### src/rtl/process_delay_line_array.sv
// process_delay_line_array
//   CHANNELS independent clocked delay lines with runtime-programmable delay. Every input edge
//   is stored as a {timestamp, level} entry in a per-channel edge queue, so several edges can
//   be in flight at once (transport delay). An edge sampled at clock edge k reappears on
//   wire_out at clock edge k+D.
//
//   Optional build macro: PDM_INERTIAL_EN -- inertial delay. An edge arriving while the queue
//   still holds an entry cancels that entry, so pulses narrower than D are swallowed.
//
// Ports
//   clk        clock, rising edge
//   rst_n      synchronous reset, active-low
//   cfg_we     delay write strobe
//   cfg_ch     channel addressed by cfg_we (out-of-range writes ignored)
//   cfg_delay  new delay in cycles (0 -> 1, above MAX_DELAY -> MAX_DELAY)
//   wire_in    per-channel input levels
//   wire_out   per-channel delayed levels
//   busy       per-channel edge queue non-empty
//   overflow   per-channel sticky flag, an edge was dropped because the queue was full
module process_delay_line_array #(
  parameter int unsigned CHANNELS      = 2,
  parameter int unsigned MAX_DELAY     = 64,
  parameter int unsigned DEFAULT_DELAY = 10,
  parameter int unsigned EDGE_DEPTH    = 4,
  localparam int unsigned DW           = $clog2(MAX_DELAY + 1),
  localparam int unsigned TW           = DW + 1,
  localparam int unsigned CW           = (CHANNELS > 1) ? $clog2(CHANNELS) : 1
) (
  input  logic                clk,
  input  logic                rst_n,
  input  logic                cfg_we,
  input  logic [CW-1:0]       cfg_ch,
  input  logic [DW-1:0]       cfg_delay,
  input  logic [CHANNELS-1:0] wire_in,
  output logic [CHANNELS-1:0] wire_out,
  output logic [CHANNELS-1:0] busy,
  output logic [CHANNELS-1:0] overflow
);

  localparam int unsigned NW = $clog2(EDGE_DEPTH + 1);

  // Free-running timestamp; equality compares are safe because no entry outlives MAX_DELAY.
  logic [TW-1:0]         now_q, now_d;

  // last_q is the input sample register: it holds the most recently sampled level, so a
  // difference against the level being sampled now is an edge at this clock.
  logic [CHANNELS-1:0]   last_q, last_d;
  logic [CHANNELS-1:0]   out_q, out_d;
  logic [CHANNELS-1:0]   busy_q, busy_d;
  logic [CHANNELS-1:0]   ovf_q, ovf_d;
  logic [CHANNELS-1:0]   pend_v_q, pend_v_d;

  logic [DW-1:0]         delay_q [CHANNELS];
  logic [DW-1:0]         delay_d [CHANNELS];
  logic [DW-1:0]         pend_q  [CHANNELS];
  logic [DW-1:0]         pend_d  [CHANNELS];

  // Edge queue, entry 0 is the head. Timestamps are monotonic within a channel because the
  // delay only changes while the queue is empty, so only the head ever needs comparing.
  logic [TW-1:0]         ts_q    [CHANNELS][EDGE_DEPTH];
  logic [TW-1:0]         ts_d    [CHANNELS][EDGE_DEPTH];
  logic [EDGE_DEPTH-1:0] lvl_q   [CHANNELS];
  logic [EDGE_DEPTH-1:0] lvl_d   [CHANNELS];
  logic [NW-1:0]         cnt_q   [CHANNELS];
  logic [NW-1:0]         cnt_d   [CHANNELS];

  logic [DW-1:0]         cfg_clamped;
  logic                  cfg_valid;
  logic [NW-1:0]         cnt_tmp;

  always_comb begin
    if (cfg_delay == '0) begin
      cfg_clamped = DW'(1);
    end else if (32'(cfg_delay) > MAX_DELAY) begin
      cfg_clamped = DW'(MAX_DELAY);
    end else begin
      cfg_clamped = cfg_delay;
    end
  end

  assign cfg_valid = cfg_we && (32'(cfg_ch) < CHANNELS);

  always_comb begin
    now_d    = now_q + TW'(1);
    last_d   = last_q;
    out_d    = out_q;
    busy_d   = busy_q;
    ovf_d    = ovf_q;
    pend_v_d = pend_v_q;
    delay_d  = delay_q;
    pend_d   = pend_q;
    ts_d     = ts_q;
    lvl_d    = lvl_q;
    cnt_d    = cnt_q;
    cnt_tmp  = '0;

    for (int c = 0; c < CHANNELS; c++) begin
      cnt_tmp = cnt_q[c];

      // Pop first so a full queue can still accept an edge in the cycle its head leaves.
      if ((cnt_q[c] != '0) && (ts_q[c][0] == now_q)) begin
        out_d[c] = lvl_q[c][0];
        for (int e = 0; e < EDGE_DEPTH - 1; e++) begin
          ts_d[c][e]  = ts_q[c][e+1];
          lvl_d[c][e] = lvl_q[c][e+1];
        end
        cnt_tmp = cnt_q[c] - NW'(1);
      end

      if (wire_in[c] != last_q[c]) begin
        last_d[c] = wire_in[c];
`ifdef PDM_INERTIAL_EN
        // A pending entry means the pulse is narrower than D: cancel it instead of queueing.
        if (cnt_tmp != '0) begin
          cnt_tmp = cnt_tmp - NW'(1);
        end else begin
          ts_d[c][0]  = now_q + TW'(delay_q[c]);
          lvl_d[c][0] = wire_in[c];
          cnt_tmp     = NW'(1);
        end
`else
        if (cnt_tmp == NW'(EDGE_DEPTH)) begin
          ovf_d[c] = 1'b1;
        end else begin
          for (int e = 0; e < EDGE_DEPTH; e++) begin
            if (NW'(e) == cnt_tmp) begin
              ts_d[c][e]  = now_q + TW'(delay_q[c]);
              lvl_d[c][e] = wire_in[c];
            end
          end
          cnt_tmp = cnt_tmp + NW'(1);
        end
`endif
      end

      cnt_d[c]  = cnt_tmp;
      busy_d[c] = (cnt_tmp != '0);

      // Delay changes are deferred while edges are in flight so their order is kept.
      if (cfg_valid && (cfg_ch == CW'(c))) begin
        if (cnt_q[c] != '0) begin
          pend_v_d[c] = 1'b1;
          pend_d[c]   = cfg_clamped;
        end else begin
          delay_d[c]  = cfg_clamped;
          pend_v_d[c] = 1'b0;
        end
      end else if ((cnt_q[c] == '0) && pend_v_q[c]) begin
        delay_d[c]  = pend_q[c];
        pend_v_d[c] = 1'b0;
      end
    end
  end

  always_ff @(posedge clk) begin
    if (!rst_n) begin
      now_q    <= '0;
      last_q   <= '0;
      out_q    <= '0;
      busy_q   <= '0;
      ovf_q    <= '0;
      pend_v_q <= '0;
      for (int c = 0; c < CHANNELS; c++) begin
        delay_q[c] <= DW'(DEFAULT_DELAY);
        pend_q[c]  <= '0;
        lvl_q[c]   <= '0;
        cnt_q[c]   <= '0;
        for (int e = 0; e < EDGE_DEPTH; e++) begin
          ts_q[c][e] <= '0;
        end
      end
    end else begin
      now_q    <= now_d;
      last_q   <= last_d;
      out_q    <= out_d;
      busy_q   <= busy_d;
      ovf_q    <= ovf_d;
      pend_v_q <= pend_v_d;
      delay_q  <= delay_d;
      pend_q   <= pend_d;
      ts_q     <= ts_d;
      lvl_q    <= lvl_d;
      cnt_q    <= cnt_d;
    end
  end

  assign wire_out = out_q;
  assign busy     = busy_q;
  assign overflow = ovf_q;

endmodule

### config.mk
export PLATFORM = sky130hd
export DESIGN_NAME = process_delay_line_array
export DESIGN_NICKNAME = d
export VERILOG_FILES = /design/src/rtl/process_delay_line_array.sv
export SDC_FILE = /design/constraint.sdc
export NUM_CORES = 1
export LEC_CHECK = 0
export CORE_ASPECT_RATIO = 1.5
export CORE_MARGIN = 3
export CORE_UTILIZATION = 40
export DETAILED_ROUTE_END_ITERATION = 10
export PLACE_DENSITY = 0.66
export SYNTH_ARGS = -nofsm -noshare
export SYNTH_HDL_FRONTEND = slang
export SYNTH_SLANG_ARGS = --single-unit
### constraint.sdc
create_clock -name clk -period 8.45 [get_ports clk]
set_clock_uncertainty 0.1 [all_clocks]
set_input_delay 1.69 -clock clk [delete_from_list [all_inputs] [get_ports clk]]
set_output_delay 1.69 -clock clk [all_outputs]
set_load 0.01 [all_outputs]
==> out/results.txt <==
top_reg_cell synth = dfxtp_1
fmax = 249.3 MHz
unrepaired setup endpoints after global routing = no
Mapped Cells = 738
Peak VDD IR = 0.0001553 V
CTS-repair resized insts = 0
via count = 5094
Layout Nets = 770
RR Startpoint = cnt_q[0]
total chip power = 2.451 mW
post-synthesis async set-or-reset flop share = 0%
share of post-route cells with drive strength above 1 = 11.39%
clock root buffer master = clkbuf_16
r2r endpoint = ts_q[0]
fin. max-slew vios = 0
initial antenna violation count = 0
internal power = 1.571 mW
clock-pin slew on the worst setup and hold paths = 0.06 ns
status = complete, no violations
commonest non-fill, non-tap cell in the layout = dfxtp_1
post-layout instance count excluding filler cells = 949
register area = 2482 um^2
Net Sw Frac = 35.90%
largest family of logic cells by synthesized area = simple AND/OR/NAND/NOR gates
Worst Reg2Reg Path Length in Cells = 11
syn nets = 774
global-route wire length before repair = 25100 um
Setup crit start kind = input pin
Distinct cells, synth = 51
Core Rows = 56
drt pass-1 iters = 4
Critical Path RT = 8.65 ns
mux contribution to synthesized area = 16.17%
Post-DRT Antenna Nets = 0
grt peak-use layer = met2
met2 Resource Use GR = 31.22%
Congestion Overflow GR = 0
drt total wl = 14870 um
number of flops mapped to enable cells by yosys = 0
placed cell count = 918
Die Span Y = 162.2 um
final setup vio count = 0
Post-Synth Simple-Gate Area = 18.67%
NetSw = 0.8799 mW
Ant. Diodes = 0
CTS Buffer Depth = 2
Leakage = 2.831 nW
Comb pwr share = 36.5%
TritonCTS Buffers = 17
Fill cells = 1532
Compound-Gate Fraction of Synth Area = 12.92%
residual DRC count = 0
GRT met3 Usage = 3.300%
Syn-to-layout area delta = 14.07%
WHS Path Cells = 2
width of the die = 110.1 um
Worst Tran Pin Value = 1.134 ns
setup TNS = 0 ns
later-pin clock latency in the skew report = 0.41 ns
Via density = 5.368
worst setup margin = 4.439 ns
die footprint = 17870 um^2
area of the multi-input gates = 3757 um^2
hpwl dp = 9800 um
Worst Path Arrival = 4.22 ns
max-cap violations = 0
worst slack, placed = 4.049 ns
port bufs = 18
WS Path Type = input pin to flop
WL/cell = 15.67 um
Post CTS Setup Buffer Count = 0
largest area contributor in the netlist = dfxtp_1
pin count of the biggest net entering global routing = 76
Reg2Reg Setup Slack = 4.74 ns
I/O pin count = 19
crit end category = flop
Synth Register Bits = 124
Core Box Area = 15770 um^2
syn_area_per_cell = 8.818 um^2
worst setup path end = ts_q[39]
Hold/Removal Path Class = flop to flop
# hold bufs at CTS = 0
First DRT Iteration DRCs = 368
top cell type's share of synthesized area = 38.15%
Initial Util = 41.28%
final worst path period need = 4.011 ns
Synth Area in Adders = 4.653%
synth top area cells = dfxtp_1 38%, mux2i_1 10%, mux2_2 5.7%, nand2_1 5.4%, ha_1 4.0%
crit share post-route = 47.46%
aggregate global-route resource usage = 17.74%
critical path launch point = wire_in[0]
CTS H-tree lvls = 4
xor/xnor cell area share of the yosys netlist = 5.095%
clock sink count = 124
met1 global-route usage = 20.76%
crit path max fanout = 14
number of global-route vias before repair = 4979
commonest cells after routing, fill and taps aside = 124 x dfxtp_1, 94 x nand2_1, 67 x nor2_1
register share of total power = 31.7%
hold slack = 0.3525 ns
Final GP Congestion = 0.8149
clock group share of total power = 31.7%
Slew headroom = 24.43%
sequential area share after synthesis = 38.15%
Synth warnings = 0
CTS tree = yes
final hold vios = 0
power density of the placed cells = 330.2 nW/um^2
cell area after synthesis = 6507 um^2
[registers in the layout, summed over array words and instances, names as in the netlist, 6 cells and up]
| name | count |
|---|---|
| ts_q | 64 |
| pend_q | 14 |
| lvl_q | 8 |
| delay_q | 14 |
| now_q | 8 |
| cnt_q | 6 |
[final cells by class]
cell class	count	share of cell area (%)
inverter	15	0.7585
multi-input combinational	549	50.62
timing repair buffer	27	3.270
clock inverter	13	2.579
sequential	124	33.44
clock buffer	18	5.916
tap	203	3.422
[worst min path at each step]
| stage | startpoint | endpoint | slack (ns) |
|---|---|---|---|
| 6_report | wire_out[0] | wire_out[0] | 0.35 |
| 2_1_floorplan | lvl_q[4] | wire_out[0] | 0.33 |
| 3_3_place_gp | ts_q[36] | ts_q[36] | 0.34 |
| 5_1_grt | overflow[1] | overflow[1] | 0.38 |
| 3_5_place_dp | ts_q[37] | ts_q[37] | 0.35 |
| 4_1_cts | ts_q[34] | ts_q[34] | 0.36 |
[power by group through the flow]
stage	clock network [mW]	logic [mW]	registers [mW]
floorplan	0	0.718	0.756
global placement	0	0.886	0.787
detailed placement	0	0.895	0.788
CTS	0.790	0.902	0.777
global route	0.815	0.997	0.793
finish	0.778	0.895	0.778
[through the flow]
step	utilization (%)	cell area (um^2)
after global placement	43.09	6793
final	47.09	7423
after global routing	47.09	7423
after CTS	47.09	7423
after floorplan	-	6507
after detailed placement	43.09	6793
[Yosys cell counts (5+ instances only)]
master and n:
xor2_1 11, xnor2_1 25, clkbuf_1 32, a311oi_1 15
nor2_1 67, o21a_1 6, o21ai_0 32, o211ai_1 5
buf_1 7, a21oi_1 24, mux2i_1 65, nand4_1 10
a21o_1 5, ha_1 21, nor3_1 14, mux2_2 33
buf_2 7, or3_1 6, nor2b_1 10, nand2b_1 9
nand3_1 29, a211oi_1 19, inv_1 14, and2_1 7
nand2_1 94, dfxtp_1 124
[routing by layer]
layer / part of all wire (%) / vias up / wire length [um]
met5: 0 / - / 0
met4: 2.6 / 0 / 386
met3: 2.2 / 20 / 328
met2: 53 / 69 / 7851
met1: 42 / 2398 / 6301
li1: - / 2607 / -
[logic make-up (layout without fill, tap and decap cells)]
family / Yosys count / in the layout
AO/OA/AOI/OAI: 125 / 125
multiplexers: 100 / 100
adder cells (fa/ha/maj): 23 / 23
buffers and inverters: 65 / 73
XOR/XNOR: 37 / 37
AND/OR/NAND/NOR: 264 / 264
flip-flops: 124 / 124
[worst max-delay path: stages]
cell and delay (ns):
clkdlybuf4s50_1 0.60, xor2_1 0.52, nand2_1 0.13, a311oi_2 0.97
nor2_1 0.12, a21o_1 0.19
Note: power is estimated with default switching activity, not from simulation.
